$ cat src/rtl/seq_divider.sv
// seq_divider: multi-cycle restoring integer divider, BPC quotient bits per clock.
// Unsigned or signed (truncating) division chosen per operation; divide-by-zero flagged.
//
// Ports
//   clk_i, rst_ni              clock, asynchronous active-low reset
//   in_valid_i / in_ready_o    operand handshake (ready only in IDLE)
//   dividend_i [DW], divisor_i [VW], is_signed_i   operands, sampled on accept
//   out_valid_o / out_ready_i  result handshake
//   quotient_o [DW], remainder_o [DW], div_zero_o  registered results
//
// state | meaning
// ------+-----------------------------------------------------------
// IDLE  | waiting for operands, in_ready_o high
// CALC  | BPC shift-subtract steps per cycle, counter running down
// FIX   | apply signs, write result registers, raise out_valid_o
// DONE  | hold result until consumed (entered with out_valid_o low on /0)
module seq_divider #(
   parameter int DW  = 32,
   parameter int VW  = 16,
   parameter int BPC = 1
) (
   input  logic          clk_i,
   input  logic          rst_ni,
   input  logic          in_valid_i,
   output logic          in_ready_o,
   input  logic [DW-1:0] dividend_i,
   input  logic [VW-1:0] divisor_i,
   input  logic          is_signed_i,
   output logic          out_valid_o,
   input  logic          out_ready_i,
   output logic [DW-1:0] quotient_o,
   output logic [DW-1:0] remainder_o,
   output logic          div_zero_o
);

   localparam int PW  = DW + VW + 1;
   localparam int NIT = DW / BPC;
   localparam int CW  = $clog2(NIT + 1);

   typedef enum logic [1:0] {S_IDLE, S_CALC, S_FIX, S_DONE} state_e;

   state_e        state_q, state_d;
   logic [DW-1:0] work_q, work_d;     // dividend magnitude shifting out, quotient shifting in
   logic [PW-1:0] prem_q, prem_d;
   logic [VW-1:0] dvs_q, dvs_d;
   logic [CW-1:0] cnt_q, cnt_d;
   logic          neg_quo_q, neg_quo_d;
   logic          neg_rem_q, neg_rem_d;
   logic          out_valid_q, out_valid_d;
   logic [DW-1:0] quo_q, quo_d;
   logic [DW-1:0] rem_q, rem_d;
   logic          dz_q, dz_d;

   logic [PW-1:0] step_p;
   logic [DW-1:0] step_w;

   always_ff @(posedge clk_i or negedge rst_ni) begin
      if (!rst_ni) begin
         state_q     <= S_IDLE;
         work_q      <= '0;
         prem_q      <= '0;
         dvs_q       <= '0;
         cnt_q       <= '0;
         neg_quo_q   <= 1'b0;
         neg_rem_q   <= 1'b0;
         out_valid_q <= 1'b0;
         quo_q       <= '0;
         rem_q       <= '0;
         dz_q        <= 1'b0;
      end else begin
         state_q     <= state_d;
         work_q      <= work_d;
         prem_q      <= prem_d;
         dvs_q       <= dvs_d;
         cnt_q       <= cnt_d;
         neg_quo_q   <= neg_quo_d;
         neg_rem_q   <= neg_rem_d;
         out_valid_q <= out_valid_d;
         quo_q       <= quo_d;
         rem_q       <= rem_d;
         dz_q        <= dz_d;
      end
   end

   always_comb begin
      state_d     = state_q;
      work_d      = work_q;
      prem_d      = prem_q;
      dvs_d       = dvs_q;
      cnt_d       = cnt_q;
      neg_quo_d   = neg_quo_q;
      neg_rem_d   = neg_rem_q;
      out_valid_d = out_valid_q;
      quo_d       = quo_q;
      rem_d       = rem_q;
      dz_d        = dz_q;

      step_p = prem_q;
      step_w = work_q;
      for (int i = 0; i < BPC; i++) begin
         step_p = {step_p[PW-2:0], step_w[DW-1]};
         step_w = {step_w[DW-2:0], 1'b0};
         if (step_p >= PW'(dvs_q)) begin
            step_p    = step_p - PW'(dvs_q);
            step_w[0] = 1'b1;
         end
      end

      case (state_q)
         S_IDLE: begin
            if (in_valid_i) begin
               if (divisor_i == '0) begin
                  // results land now; out_valid follows one edge later from DONE
                  quo_d   = '1;
                  rem_d   = dividend_i;
                  dz_d    = 1'b1;
                  state_d = S_DONE;
               end else begin
                  work_d    = (is_signed_i && dividend_i[DW-1]) ? -dividend_i : dividend_i;
                  dvs_d     = (is_signed_i && divisor_i[VW-1]) ? -divisor_i : divisor_i;
                  prem_d    = '0;
                  cnt_d     = CW'(NIT);
                  neg_quo_d = is_signed_i && (dividend_i[DW-1] ^ divisor_i[VW-1]);
                  neg_rem_d = is_signed_i && dividend_i[DW-1];
                  state_d   = S_CALC;
               end
            end
         end
         S_CALC: begin
            prem_d = step_p;
            work_d = step_w;
            cnt_d  = cnt_q - CW'(1);
            if (cnt_q == CW'(1)) state_d = S_FIX;
         end
         S_FIX: begin
            // most-negative / -1 wraps naturally through the negation
            quo_d       = neg_quo_q ? -work_q : work_q;
            rem_d       = neg_rem_q ? -prem_q[DW-1:0] : prem_q[DW-1:0];
            dz_d        = 1'b0;
            out_valid_d = 1'b1;
            state_d     = S_DONE;
         end
         S_DONE: begin
            if (!out_valid_q) begin
               out_valid_d = 1'b1;
            end else if (out_ready_i) begin
               out_valid_d = 1'b0;
               state_d     = S_IDLE;
            end
         end
         default: state_d = S_IDLE;
      endcase
   end

   assign in_ready_o  = (state_q == S_IDLE);
   assign out_valid_o = out_valid_q;
   assign quotient_o  = quo_q;
   assign remainder_o = rem_q;
   assign div_zero_o  = dz_q;

endmodule
$ cat config.mk
export PLATFORM = sky130hd
export DESIGN_NAME = seq_divider
export DESIGN_NICKNAME = d
export VERILOG_FILES = /design/src/rtl/seq_divider.sv
export SDC_FILE = /design/constraint.sdc
export NUM_CORES = 1
export LEC_CHECK = 0
export ABC_AREA = 1
export CORE_MARGIN = 2
export CORE_UTILIZATION = 46
export DETAILED_ROUTE_END_ITERATION = 16
export PLACE_DENSITY = 0.66
export SLEW_MARGIN = 20
export SYNTH_ARGS = -nofsm -noshare
export SYNTH_HDL_FRONTEND = slang
export SYNTH_SLANG_ARGS = --single-unit
export TNS_END_PERCENT = 20
$ cat constraint.sdc
create_clock -name clk_i -period 3.4 [get_ports clk_i]
set_input_delay 0.51 -clock clk_i [delete_from_list [all_inputs] [get_ports clk_i]]
set_output_delay 0.51 -clock clk_i [all_outputs]
set_load 0.02 [all_outputs]
# Word-level counts from Yosys, hierarchy flattened
# Cells that the tools add are included.
# word_totals
register_bits	172
inputBits	53
out_inout_bits	67
elab_cells	75
# classes
addsub	6
magnitude_cmp	1
eq_ne	10
n_mux	33
bitwise_logic	2
n_reduce_logical	12
# op_table
op	n
2-to-1 mux 32 bit	9
case mux 32 bit (2 select lines)	3
2-to-1 mux 48 bit	3
negation 32 bit	3
case mux 48 bit (2 select lines)	1
>= comparator 49 x 16 -> 1 bit	1
subtractor 48 x 16 -> 48 bit	1
zero test 16 bit	1
2-to-1 mux 16 bit	1
negation 16 bit	1
2-to-1 mux 6 bit	2
case mux 6 bit (2 select lines)	1
2-to-1 mux 2 bit	5
!= test 2 bit, second input constant	5
AND reduction 3 bit	3
case mux 2 bit (4 select lines)	1
== test 6 x 1 -> 1 bit, second input constant	1
nonzero test 2 bit	3
subtractor 6 x 1 -> 6 bit, second input constant	1
2-to-1 mux 1 bit	5
== test 2 bit, second input constant	2
case mux 1 bit (2 select lines)	2
AND reduction 4 bit	1
logical AND 1 bit	3
other kinds (5)	5

# Logic depth before layout (Yosys ltp)
# logic_depth
ltp_word	5
mapped_depth	17

# Worst setup path before layout
# Ideal clock, no wire load.
# synth_path
path_kind	register to register
start	register work_q[31]
end	register prem_q[24]
setup_ps	133
arrival_ps	1907
required_ps	3267
setup_slack_ps	1360
stages_incl_launch_ff	13
n_path_buf	0
period_less_slack_ps	2040
path_cell_list	dfrtp_1 > inv_1 > ha_1 > inv_1 > fa_1 > nand3_1 > nand3_1 > nand2_1 > nand3_1 > nand2_1 > nand4_1 > nand4_2 > o21ai_2
# synth_between
elab_chain_len	3
elab_cells_between_ends	4
# synth_lines
item	line_no	rtl
start: declaration	43	logic [DW-1:0] work_q, work_d;
start signal: assignment	72	work_q <= work_d;
subtractor 48 x 16 -> 48 bit or >= comparator 49 x 16 -> 1 bit (tied branches)	104, 103	
2-to-1 mux 48 bit *	103	if (step_p >= PW'(dvs_q)) begin
case mux 48 bit (2 select lines) *	109	case (state_q)
end signal: assignment	73	prem_q <= prem_d;
end: declaration	44	logic [PW-1:0] prem_q, prem_d;
# Mark *: on every way between the ends. The rest lies on a longest branch, timed or not.
# A chain may end at the register's enable or synchronous reset.

# Worst setup path after layout
# layout_path
start	register work_q[31]
end	register prem_q[32]
# The elaborated chain is that of the path after synthesis.

==> impl_metrics.py <==
metrics = {
    "yosys": {
        "synth_seq_area_share_pct": 32.8,
        "synth_fa_ha_area_share_pct": 2.63,
        "synth.area.mux_share_pct": 0,
        "yosys.cell_types.count": 42,
        "yosysMostFrequentCell": "nand2_1",
        "yosysWarnings": 0,
        "synth_ff_type": "dfrtp_1",
        "synth_top_area_share_pct": 32.8,
        "synth_top_family_by_area": "simple AND/OR/NAND/NOR gates",
        "postSynthNetCount": 2091,
        "synth.avg_cell_area_um2": 6.53,
        "synth.area.top_cells": "dfrtp_1 (33%), nand2_1 (18%), nand3_1 (6.9%)",
        "yosysTopAreaCell": "dfrtp_1",
        "async_reset_ff_share_pct": 100,
        "synth_compound_area_share_pct": 10.2,
        "synth_xor_area_share_pct": 4.73,
        "synth_area_um2": 13100,
        "synth_edf_count": 0,
        "ys_ff_latch": 172,
        "syn_inst": 2011,
        "synthSimpleGateAreaFrac_pct": 39.9,
        "ys_top_cells_by_count": "nand2_1 (639), inv_1 (241), nor2_1 (233)",
    },
    "sta": {
        "hold_violations": 0,
        "skew_ns": 0.0127,
        "rsz0062_at_grt": "no",
        "fin_ws_ns": 0.665,
        "fin_crit_ns": 2.73,
        "holdWs_ns": 0.490,
        "setup_viol": 0,
        "fin_tns_setup_ns": 0,
        "slew_headroom_pct": 49.5,
        "min_period_over_period_pct": 80.4,
        "finalMaxSlewViolations": 0,
        "fmax_mhz": 366,
        "tightest_slew_ns": 0.752,
    },
    "global_routing": {
        "antenna_found_initial": 0,
        "grt_pass1_vias": 13000,
        "grt_pass1_wl_um": 72100,
        "grt_remaining_overflow": 0,
        "grt_max_degree": 67,
        "track_usage_pct": 30.5,
    },
    "critical_path": {
        "crit_family": "simple AND/OR/NAND/NOR gates",
        "cp_num_buf_inv": 2,
        "end_kind": "register",
        "cp_slowest_cell": "fa_1",
        "path_depth": 12,
        "max_stage_delay_ns": 0.47,
        "cp_max_fo": 6,
        "path_class": "register to register",
        "cp.required_ns": 3.71,
        "start_kind": "register",
        "critPathArrivalTime_ns": 3.04,
        "r2r_cells": 12,
        "crit_path_frequent_cell": "nand3_1",
        "path_cells": "inv_1 > ha_1 > inv_1 > fa_1 > nand3_1 > nand3_1 > nand2_1 > nand3_1 > nand2_1 > nand4_1 > nand4_1 > o21ai_0",
    },
    "pwr": {
        "power_w": 0.0171,
        "combPwrFrac_pct": 66.7,
        "swShare_pct": 55.0,
        "vdd_drop_max_v": 0.000556,
        "p_seq_share_pct": 21.8,
        "internal-power_w": 0.00768,
        "clkPwrFrac_pct": 11.5,
        "p_sw_w": 0.00940,
        "p_leak_nw": 7.57,
        "power_density_nw_per_um2": 1110,
    },
    "clock_network": {
        "ctsResizeCount": 0,
        "root_buffer": "clkbuf_16",
        "cts-hold-fix-buffers": 1,
        "htreeDepth": 4,
        "cts_setup_buffers": 0,
        "clockBufferDepth": 2,
        "clkSlewWorstSetupHoldPaths_ns": 0.08,
        "cts_tree": "yes",
        "clk_latency_ns": 0.45,
        "cts_buffers": 17,
        "clock-sinks": 172,
    },
    "die": {
        "core_area_um2": 27900,
        "die_x_um": 173,
        "die_h_um": 173,
        "initial_core_util_pct": 47.0,
        "io-pin-count": 120,
        "rows": 61,
        "die_area_um2": 29900,
    },
    "placed_design": {
        "pre_cts_ws_ns": 0.298,
        "portBuffers": 119,
        "place.gp.congestion": 0.991,
        "place_hpwl_um": 35700,
        "place_area_um2": 14700,
    },
    "status": {
        "status": "finished, final reports clean",
    },
    "layout": {
        "area_growth_pct": 16.6,
        "drive_above_1_share_pct": 7.32,
        "nets": 2199,
        "n_antenna_cell": 0,
        "finish.instance_area_um2": 15300,
    },
    "drt": {
        "antenna_left": 0,
        "avgRoutedWirePerCell_um": 18.0,
        "drcViolationCount": 0,
        "via_count": 13500,
        "routed_wl_um": 45100,
        "drtIter0Drc": 1239,
        "vias_per_cell": 5.39,
        "firstDrtPassIters": 6,
    },
    "hold_path": {
        "whs_path_depth": 2,
        "hold_path_class": "register to register",
    },
    "job": {
        "cap_violations": 0,
    },
}
[path summary, 6_finish.rpt]
check,from,to,slack [ns]
max,work_q[31],prem_q[32],0.67
min,dvs_q[10],dvs_q[10],0.49
max reg2reg,work_q[31],prem_q[32],0.67
min reg2reg,dvs_q[10],dvs_q[10],0.49
max in group asynchronous,rst_ni,work_q[17],2.02
min in group asynchronous,rst_ni,quotient_o[4],0.54
[power groups by stage]
stage,Combinational (W),Sequential (W),Clock (W)
detailed placement,0.0112,0.00374,0
floorplan,0.00752,0.00390,0
finish,0.0114,0.00372,0.00197
CTS,0.0113,0.00371,0.00199
global route,0.0127,0.00383,0.00207
global placement,0.0112,0.00373,0
[cell type report]
type / instances / area [um2]
Fill cell: 2860 / 12600
Multi-Input combinational cell: 1523 / 7550
Sequential cell: 172 / 4300
Timing Repair Buffer: 145 / 1450
Inverter: 260 / 976
Tap cell: 378 / 473
Clock buffer: 19 / 443
Clock inverter: 13 / 124
[routing by layer]
metal	up-vias	track usage (%)	part of all wire, %
met4	0	12.0	3.9
met3	93	3.25	4.6
met1	6313	38.9	43
met5	-	0	0
met2	449	52.9	48
li1	6680	-	-
[tightest hold or removal path, stage by stage (launching register included)]
cell	delay, ns
dfrtp_1	0.35
nand2_1	0.05
o21ai_0	0.06
[flip-flops by register name, summed over array words and instances (netlist names)]
register,count
prem_q,48
quotient_o,32
remainder_o,32
work_q,32
dvs_q,16
cnt_q,6
state_q,2
div_zero_o,1
neg_quo_q,1
neg_rem_q,1
out_valid_o,1
[placed cells by master (no fill, tap or decap), types with 6 or more instances in the layout]
cell,count
nand4_2,11
a21oi_1,63
inv_2,16
ha_1,26
inv_1,241
o21bai_1,6
o221ai_1,12
nand4_1,46
a22oi_1,9
o211ai_1,22
nor2_1,233
nor2_2,10
buf_4,20
nand3_1,182
a31oi_1,8
nor3_1,18
nand3_2,11
xnor2_1,21
clkbuf_16,17
o22ai_1,14
nand2_1,639
xor2_1,50
nand3b_1,9
dfrtp_1,172
nand2_2,24
o21ai_2,11
o21ai_0,69
nor2_4,6
or2_2,8
inv_8,6
clkdlybuf4s50_1,118
[through the flow]
step	util [%]	cells
final	54.8	2510
after global routing	54.8	2510
after CTS	54.8	2510
after detailed placement	52.8	2477
after global placement	52.8	2477
after floorplan	-	2011
[logic make-up after synthesis]
family / count (synthesis)
adder cells (fa/ha/maj): 27
AND/OR/NAND/NOR: 1202
flip-flops: 172
XOR/XNOR: 71
buffers and inverters: 316
AO/OA/AOI/OAI: 223
Power figures use the tool's default switching activity.
